## config.mk

```make
export PLATFORM = sky130hd
export DESIGN_NAME = debounce_edge_flat
export DESIGN_NICKNAME = d
export VERILOG_FILES = /design/src/rtl/debounce_edge_if.sv /design/src/rtl/debounce_edge.sv /design/src/flat_wrapper.sv
export SDC_FILE = /design/constraint.sdc
export NUM_CORES = 1
export LEC_CHECK = 0
export ABC_CLOCK_PERIOD_IN_PS = 3190
export BUFFER_PORTS_ARGS = -buffer_cell sky130_fd_sc_hd__buf_2
export CORE_ASPECT_RATIO = 1.5
export CORE_MARGIN = 5
export CORE_UTILIZATION = 56
export CTS_CLUSTER_SIZE = 12
export DETAILED_ROUTE_END_ITERATION = 7
export PLACE_DENSITY = 0.82
export REMOVE_ABC_BUFFERS = 1
export SYNTH_ARGS = -nofsm -noshare
export SYNTH_HDL_FRONTEND = slang
export SYNTH_SLANG_ARGS = --single-unit
```

## constraint.sdc

```tcl
create_clock -name clk_i -period 3.19 [get_ports clk_i]
set_input_delay 0.319 -clock clk_i [delete_from_list [all_inputs] [get_ports clk_i]]
set_output_delay 0.319 -clock clk_i [all_outputs]
set_load 0.01 [all_outputs]
```

## src/rtl/debounce_edge_if.sv

```systemverilog
// Bundle of the filter's control inputs, debounced level, pulses and statistics.
interface debounce_edge_if #(
  parameter int unsigned EvtWidth = 8
);
  logic                en_i;
  logic                clear_i;
  logic                serial_i;
  logic                level_o;
  logic                rise_o;
  logic                fall_o;
  logic                busy_o;
  logic [EvtWidth-1:0] edge_cnt_o;
  logic [EvtWidth-1:0] glitch_cnt_o;

  // Driver side: the block feeding the filter and reading its results.
  modport master (
    output en_i, clear_i, serial_i,
    input  level_o, rise_o, fall_o, busy_o, edge_cnt_o, glitch_cnt_o
  );

  // Filter side.
  modport slave (
    input  en_i, clear_i, serial_i,
    output level_o, rise_o, fall_o, busy_o, edge_cnt_o, glitch_cnt_o
  );
endinterface

```

## src/rtl/debounce_edge.sv

```systemverilog
// Glitch filter and edge detector for an already-synchronized level.
// A new level is accepted only after STABLE_CYCLES consecutive enabled samples differ from the
// current level; accepted edges produce one-cycle rise/fall pulses and bump a wrapping counter,
// aborted candidate runs bump a saturating glitch counter.
module debounce_edge #(
  parameter int unsigned STABLE_CYCLES = 16,
  parameter int unsigned CntWidth      = (STABLE_CYCLES > 1) ? $clog2(STABLE_CYCLES) : 1,
  parameter int unsigned EvtWidth      = 8,
  parameter logic        ResetValue    = 1'b0
) (
  input  logic            clk_i,
  input  logic            rst_i,
  debounce_edge_if.slave  io_bus
);

  localparam logic [CntWidth-1:0] LastCnt = CntWidth'(STABLE_CYCLES - 1);
  localparam logic [EvtWidth-1:0] EvtMax  = '1;

  // Run counter: zero means STABLE, non-zero means a candidate transition is PENDING.
  logic [CntWidth-1:0] r_cnt;
  logic                r_level;
  logic                r_rise;
  logic                r_fall;
  logic [EvtWidth-1:0] r_edge_cnt;
  logic [EvtWidth-1:0] r_glitch_cnt;

  logic [CntWidth-1:0] w_cnt_d;
  logic                w_level_d;
  logic                w_rise_d;
  logic                w_fall_d;
  logic                w_accept;
  logic                w_abort;
  logic [EvtWidth-1:0] w_edge_cnt_d;
  logic [EvtWidth-1:0] w_glitch_cnt_d;

  // State register: run counter, debounced level and registered edge pulses.
  always_ff @(posedge clk_i) begin
    if (rst_i) begin
      r_cnt   <= '0;
      r_level <= ResetValue;
      r_rise  <= 1'b0;
      r_fall  <= 1'b0;
    end else begin
      r_cnt   <= w_cnt_d;
      r_level <= w_level_d;
      r_rise  <= w_rise_d;
      r_fall  <= w_fall_d;
    end
  end

  // Next-state: disable drops the run, otherwise accept / extend / abort the candidate run.
  always_comb begin
    w_cnt_d   = r_cnt;
    w_level_d = r_level;
    w_rise_d  = 1'b0;
    w_fall_d  = 1'b0;
    w_accept  = 1'b0;
    w_abort   = 1'b0;
    if (!io_bus.en_i) begin
      w_cnt_d = '0;
    end else if (io_bus.serial_i != r_level) begin
      if (r_cnt == LastCnt) begin
        w_accept  = 1'b1;
        w_level_d = io_bus.serial_i;
        w_cnt_d   = '0;
        w_rise_d  = io_bus.serial_i;
        w_fall_d  = ~io_bus.serial_i;
      end else begin
        w_cnt_d = r_cnt + CntWidth'(1);
      end
    end else if (r_cnt != '0) begin
      w_cnt_d = '0;
      w_abort = 1'b1;
    end
  end

  // Statistics next-state: clear wins over a coincident increment.
  always_comb begin
    w_edge_cnt_d   = r_edge_cnt;
    w_glitch_cnt_d = r_glitch_cnt;
    if (io_bus.clear_i) begin
      w_edge_cnt_d   = '0;
      w_glitch_cnt_d = '0;
    end else begin
      if (w_accept) begin
        w_edge_cnt_d = r_edge_cnt + EvtWidth'(1);
      end
      if (w_abort && (r_glitch_cnt != EvtMax)) begin
        w_glitch_cnt_d = r_glitch_cnt + EvtWidth'(1);
      end
    end
  end

  // Statistics registers.
  always_ff @(posedge clk_i) begin
    if (rst_i) begin
      r_edge_cnt   <= '0;
      r_glitch_cnt <= '0;
    end else begin
      r_edge_cnt   <= w_edge_cnt_d;
      r_glitch_cnt <= w_glitch_cnt_d;
    end
  end

  // Outputs come straight from registers; busy is decoded from the run counter.
  always_comb begin
    io_bus.level_o      = r_level;
    io_bus.rise_o       = r_rise;
    io_bus.fall_o       = r_fall;
    io_bus.busy_o       = (r_cnt != '0);
    io_bus.edge_cnt_o   = r_edge_cnt;
    io_bus.glitch_cnt_o = r_glitch_cnt;
  end

endmodule
```

## src/flat_wrapper.sv

```systemverilog
// flat-port wrapper written by rule: the top's interface ports become plain ports
module debounce_edge_flat 
#(
  parameter int unsigned STABLE_CYCLES = 16,
  parameter int unsigned CntWidth      = (STABLE_CYCLES > 1) ? $clog2(STABLE_CYCLES) : 1,
  parameter int unsigned EvtWidth      = 8,
  parameter logic        ResetValue    = 1'b0
)
  (clk_i, rst_i, io_bus_en_i, io_bus_clear_i, io_bus_serial_i, io_bus_level_o, io_bus_rise_o, io_bus_fall_o, io_bus_busy_o, io_bus_edge_cnt_o, io_bus_glitch_cnt_o);
  debounce_edge_if #(.EvtWidth(EvtWidth)) io_bus_i ();
  input  logic clk_i;
  input  logic rst_i;
  input wire logic [$bits(io_bus_i.en_i)-1:0] io_bus_en_i;
  input wire logic [$bits(io_bus_i.clear_i)-1:0] io_bus_clear_i;
  input wire logic [$bits(io_bus_i.serial_i)-1:0] io_bus_serial_i;
  output wire logic [$bits(io_bus_i.level_o)-1:0] io_bus_level_o;
  output wire logic [$bits(io_bus_i.rise_o)-1:0] io_bus_rise_o;
  output wire logic [$bits(io_bus_i.fall_o)-1:0] io_bus_fall_o;
  output wire logic [$bits(io_bus_i.busy_o)-1:0] io_bus_busy_o;
  output wire logic [$bits(io_bus_i.edge_cnt_o)-1:0] io_bus_edge_cnt_o;
  output wire logic [$bits(io_bus_i.glitch_cnt_o)-1:0] io_bus_glitch_cnt_o;
  assign io_bus_i.en_i = io_bus_en_i;
  assign io_bus_i.clear_i = io_bus_clear_i;
  assign io_bus_i.serial_i = io_bus_serial_i;
  assign io_bus_level_o = io_bus_i.level_o;
  assign io_bus_rise_o = io_bus_i.rise_o;
  assign io_bus_fall_o = io_bus_i.fall_o;
  assign io_bus_busy_o = io_bus_i.busy_o;
  assign io_bus_edge_cnt_o = io_bus_i.edge_cnt_o;
  assign io_bus_glitch_cnt_o = io_bus_i.glitch_cnt_o;
  debounce_edge #(.STABLE_CYCLES(STABLE_CYCLES), .CntWidth(CntWidth), .EvtWidth(EvtWidth), .ResetValue(ResetValue)) u_core (.clk_i(clk_i), .rst_i(rst_i), .io_bus(io_bus_i));
endmodule
```

# ---- Word level (Yosys, flattened, before mapping)
# Index checks and enable logic that the tools add are counted.
dict set report op_classes {
  n_addsub 3
  eq_ne 3
  n_mux 9
  bitwise 4
  n_reduce_logical 7
}
# operator count
set op_table {}
lappend op_table {{adder 8 x 1 -> 8 bit (second input constant)} 2}
lappend op_table {{2-to-1 mux 4 bit} 3}
lappend op_table {{!= test 8 bit (second input constant)} 1}
lappend op_table {{2-to-1 mux 1 bit} 6}
lappend op_table {{adder 4 x 1 -> 4 bit (second input constant)} 1}
lappend op_table {{== test 4 bit (second input constant)} 1}
lappend op_table {{NOT 1 bit} 4}
lappend op_table {{nonzero test 4 bit} 1}
lappend op_table {{OR reduction 2 bit} 2}
lappend op_table {{OR reduction 4 bit} 1}
lappend op_table {{AND reduction 3 bit} 1}
lappend op_table {{nonzero test 2 bit} 1}
lappend op_table {{logical AND 1 bit} 1}
lappend op_table {{!= test 1 bit} 1}
dict set report word_totals {
  ff_bits 23
  inputBits 5
  output_inout_bits 20
  word_cells 32
}

# ---- Longest topological paths before layout
dict set report depth {
  word_depth 5
  mapped_depth 7
  depth_no_buf 7
}

# ---- Least setup slack after synthesis
# OpenSTA, ideal clock, no wires.
dict set report synth_path {
  path_type {register to register}
  start {register u_core.r_cnt[0]}
  end {register u_core.r_glitch_cnt[2] (netlist: u_core.io_bus.glitch_cnt_o[2])}
  setup_ps 115
  arrival_ps 1539
  required_ps 3075
  setup_slack_ps 1536
  stages_incl_launch_ff 8
  n_path_buf 0
  period_less_slack_ps 1654
  path_cell_list {dfxtp_1 > inv_1 > ha_1 > nor3b_1 > inv_1 > and3_1 > a21o_1 > and3_1}
}
dict set report synth_between {
  elab_chain_cells 5
}
# element line_no
set synth_rtl {}
lappend synth_rtl {{start: declaration} debounce_edge.sv:20} ;# logic [CntWidth-1:0] r_cnt;
lappend synth_rtl {{start signal: assignment} debounce_edge.sv:44} ;# r_cnt <= w_cnt_d;
lappend synth_rtl {{nonzero test 4 bit} n/a}
lappend synth_rtl {{named net io_bus_busy_o} flat_wrapper.sv:19} ;# output wire logic [$bits(io_bus_i.busy_o)-1:0] io_bus_busy_o;
lappend synth_rtl {{2-to-1 mux 1 bit} debounce_edge.sv:71} ;# end else if (r_cnt != '0) begin
lappend synth_rtl {{2-to-1 mux 1 bit} debounce_edge.sv:61} ;# end else if (io_bus.serial_i != r_level) begin
lappend synth_rtl {{2-to-1 mux 1 bit} debounce_edge.sv:59} ;# if (!io_bus.en_i) begin
lappend synth_rtl {{logical AND 1 bit} debounce_edge.sv:88} ;# if (w_abort && (r_glitch_cnt != EvtMax)) begin
lappend synth_rtl {{end signal: assignment} debounce_edge.sv:101} ;# r_glitch_cnt <= w_glitch_cnt_d;
lappend synth_rtl {{end: declaration} debounce_edge.sv:25} ;# logic [EvtWidth-1:0] r_glitch_cnt;
# The timed path passes the listed nets, and every way through them passes these cells.
# A chain may end at the register's enable or synchronous reset.

# ---- Final worst setup path
dict set report layout_path {
  start {register u_core.r_cnt[0]}
  end {output io_bus_busy_o}
}
dict set report layout_between {
  elab_chain_cells 1
}
# element line_no
set layout_rtl {}
lappend layout_rtl {{nonzero test 4 bit} debounce_edge.sv:110} ;# io_bus.busy_o = (r_cnt != '0);
lappend layout_rtl {{end: declaration} flat_wrapper.sv:19}
# Every way passes these cells.

==> flow_metrics.tcl <==
set metrics [dict create \
    place_congestion 0.8051 \
    gr-usage-all-layers_pct 18.80 \
    fin_crit_ns 1.995 \
    power.density_mw_per_mm2 352.0 \
    fill_cells 173 \
    hold_start "rst_i" \
    post-route-util_pct 68.22 \
    rsz0062_at_grt "false" \
    cts.sinks 23 \
    vias 1017 \
    first_global_vias 1016 \
    finClkSkew_ns 0.002484 \
    cts_buffers 3 \
    power.leakage_nw 0.5096 \
    ctsResizeCount 0 \
    die_y_um 64.28 \
    crit_arrival_ns 1.68 \
    cts-htree-levels 1 \
    grt_pass1_wl_mm 4.222 \
    fin_nets 163 \
    clk_path_buf_depth 2 \
    clk_pin_slew_ns 0.12 \
    avgViaCountPerCell 5.845 \
    status "completed" \
    holdPathStages 2 \
    synthToLayoutAreaGrowth_pct 15.02 \
    slew_headroom_pct 60.70 \
    setup_tns_ns 0 \
    wl_per_cell_um 13.52 \
    crit_fanout 5 \
    drtPass1Iterations 4 \
    diodes 0 \
    syn-cell-area_mm2 0.001100 \
    synth_area_leaders "dfxtp_1, nor2_1, xnor2_1, ha_1, nand2_1" \
    r2r_cells 7 \
    setup_viol 0 \
    ys_warn_count 0 \
    yosysUniqueCellTypes 36 \
    synth_top_area_cell "dfxtp_1" \
    cpMostUsedCell "inv_1" \
    grt_max_degree 15 \
    ios 25 \
    post_cts_buffers 0 \
    die-area_mm2 0.002969 \
    critPathCaptureType "output port" \
    peakVddDrop_uv 260.6 \
    hold_buffers 0 \
    portBuffers 24 \
    synth.top_cell.area_share_pct 41.87 \
    criticalPathCategory "reg2out" \
    r2r_start "u_core.r_cnt[0]" \
    slowest_stage "nor3b_1" \
    dp_hpwl_mm 1.860 \
    synth_ff_type "dfxtp_1" \
    worst_ep_required_time_ns 2.87 \
    slowest_delay_ns 0.42 \
    yosysSeqAreaShare_pct 41.87 \
    worst_pin_slew_ns 0.5853 \
    ys_seq_elements 23 \
    final.period_utilization_pct 62.53 \
    multiInputGateArea_um2 613.1 \
    final_max_slew_viol_count 0 \
    seq_area_um2 460.4 \
    startpoint "u_core.r_cnt[0]" \
    fmax_ghz 0.5013 \
    clk_latency_ns 0.31 \
    cap_viol_max_count 0 \
    initial_core_util_pct 59.31 \
    crit_chain "inv_1 > ha_1 > nor3b_1 > inv_1 > buf_2" \
    hold_path.class "in2reg" \
    drtIter0Drc 23 \
    async_reset_ff_share_pct 0 \
    grt_overflow 0 \
    antenna_found_initial 0 \
    critPathLaunchType "register" \
    cts_root_buf "clkbuf_4" \
    drive_above_1_share_pct 20.26 \
    core_mm2 0.001854 \
    wirelength_mm 2.353 \
    antenna_left 0 \
    remaining_drc_errors 0 \
    cts_tree "built" \
    r2r_slack_ns 1.33 \
    die_w_um 46.19 \
    netlist_instances 127 \
    hold_viol 0 \
    syn_avg_cell_area_um2 8.660 \
    synth-edff-count 0 \
    num_rows 19 \
]
## report_power, final
group / internal, mW / switching, mW
clock: 0.0488 / 0.0841
sequential: 0.288 / 0.00104
combinational: 0.00757 / 0.0157
total: 0.344 / 0.101
## metrics by stage
step / total power, mW / setup WS, ns / instance area, µm² / std cells / hold slack (ns)
floorplan: 0.3087 / 1.536 / 1092 / 125 / 0.3881
CTS: 0.4493 / 1.189 / 1265 / 174 / 0.1916
detailed placement: 0.3189 / 1.355 / 1239 / 170 / 0.4783
global placement: 0.3179 / 1.387 / 1239 / 170 / 0.4605
finish: 0.4453 / 1.195 / 1265 / 174 / 0.1999
global route: 0.4646 / 1.036 / 1265 / 174 / 0.1981
## cell usage after synthesis, types with 3 or more instances
cell type,instances
nand2_1,10
ha_1,4
o21ai_0,3
xnor2_1,6
and3_1,4
nor2_1,14
dfxtp_1,23
nand3_1,5
a21oi_1,6
xor2_1,3
nor3_1,5
nor4_1,4
nand4_1,6
and4_1,3
inv_1,5
## worst max-delay path, delay by kind of cell (launching register included)
| kind | cells | cell delay (ns) |
|---|---|---|
| DFF | 1 | 0.37 |
| adders and majority gates | 1 | 0.14 |
| and+or+nand+nor | 1 | 0.42 |
| buffers and inverters | 3 | 0.43 |
## cells by family after synthesis
family	Yosys count	synth area share, %
simple gates	64	31.86
compound gates	19	10.69
fa+ha+maj	4	4.551
buf+inv	7	2.390
xor+xnor	10	8.647
flops	23	41.87
## registers in the layout (all words and copies together) (netlist names)
signal,cells
u_core.io_bus.edge_cnt_o,8
u_core.io_bus.fall_o,1
u_core.io_bus.glitch_cnt_o,8
u_core.io_bus.level_o,1
u_core.io_bus.rise_o,1
u_core.r_cnt,4
## metal layers
| layer | GRT usage [%] | vias to the layer above | part of all wire [%] |
|---|---|---|---|
| li1 | - | 508 | - |
| met5 | 0 | - | 0 |
| met2 | 32.24 | 25 | 54 |
| met4 | 10.68 | 0 | 2.2 |
| met1 | 20.55 | 478 | 39 |
| met3 | 3.090 | 6 | 4.4 |
## layout by cell type (no fill, tap or decap), types with 2 or more instances in the layout
cell type	instances
clkbuf_4	3
nor2_1	14
inv_1	5
nor3b_1	2
a31oi_1	2
xor2_1	3
nor3_1	5
dfxtp_1	23
o21ai_0	3
nand3_1	5
nand4_1	6
and3_1	4
o31ai_1	2
and4_1	3
ha_1	4
buf_2	24
a211oi_1	2
xnor2_1	6
nand2_1	10
a21oi_1	6
nor4_1	4
## final cells by class
cell class              instances  area share, %
clock buffers                   4          2.077
flip-flops and latches         23          36.40
well taps                      21          2.077
repair buffers                 24          9.496
multi-input cells              97          48.47
inverters                       5          1.484
## final timing paths
kind,to
setup / recovery,io_bus_busy_o
hold / removal,u_core.io_bus.level_o
setup reg to reg,u_core.io_bus.glitch_cnt_o[2]
hold reg to reg,u_core.io_bus.edge_cnt_o[7]
(Power assumes the default switching activity.)
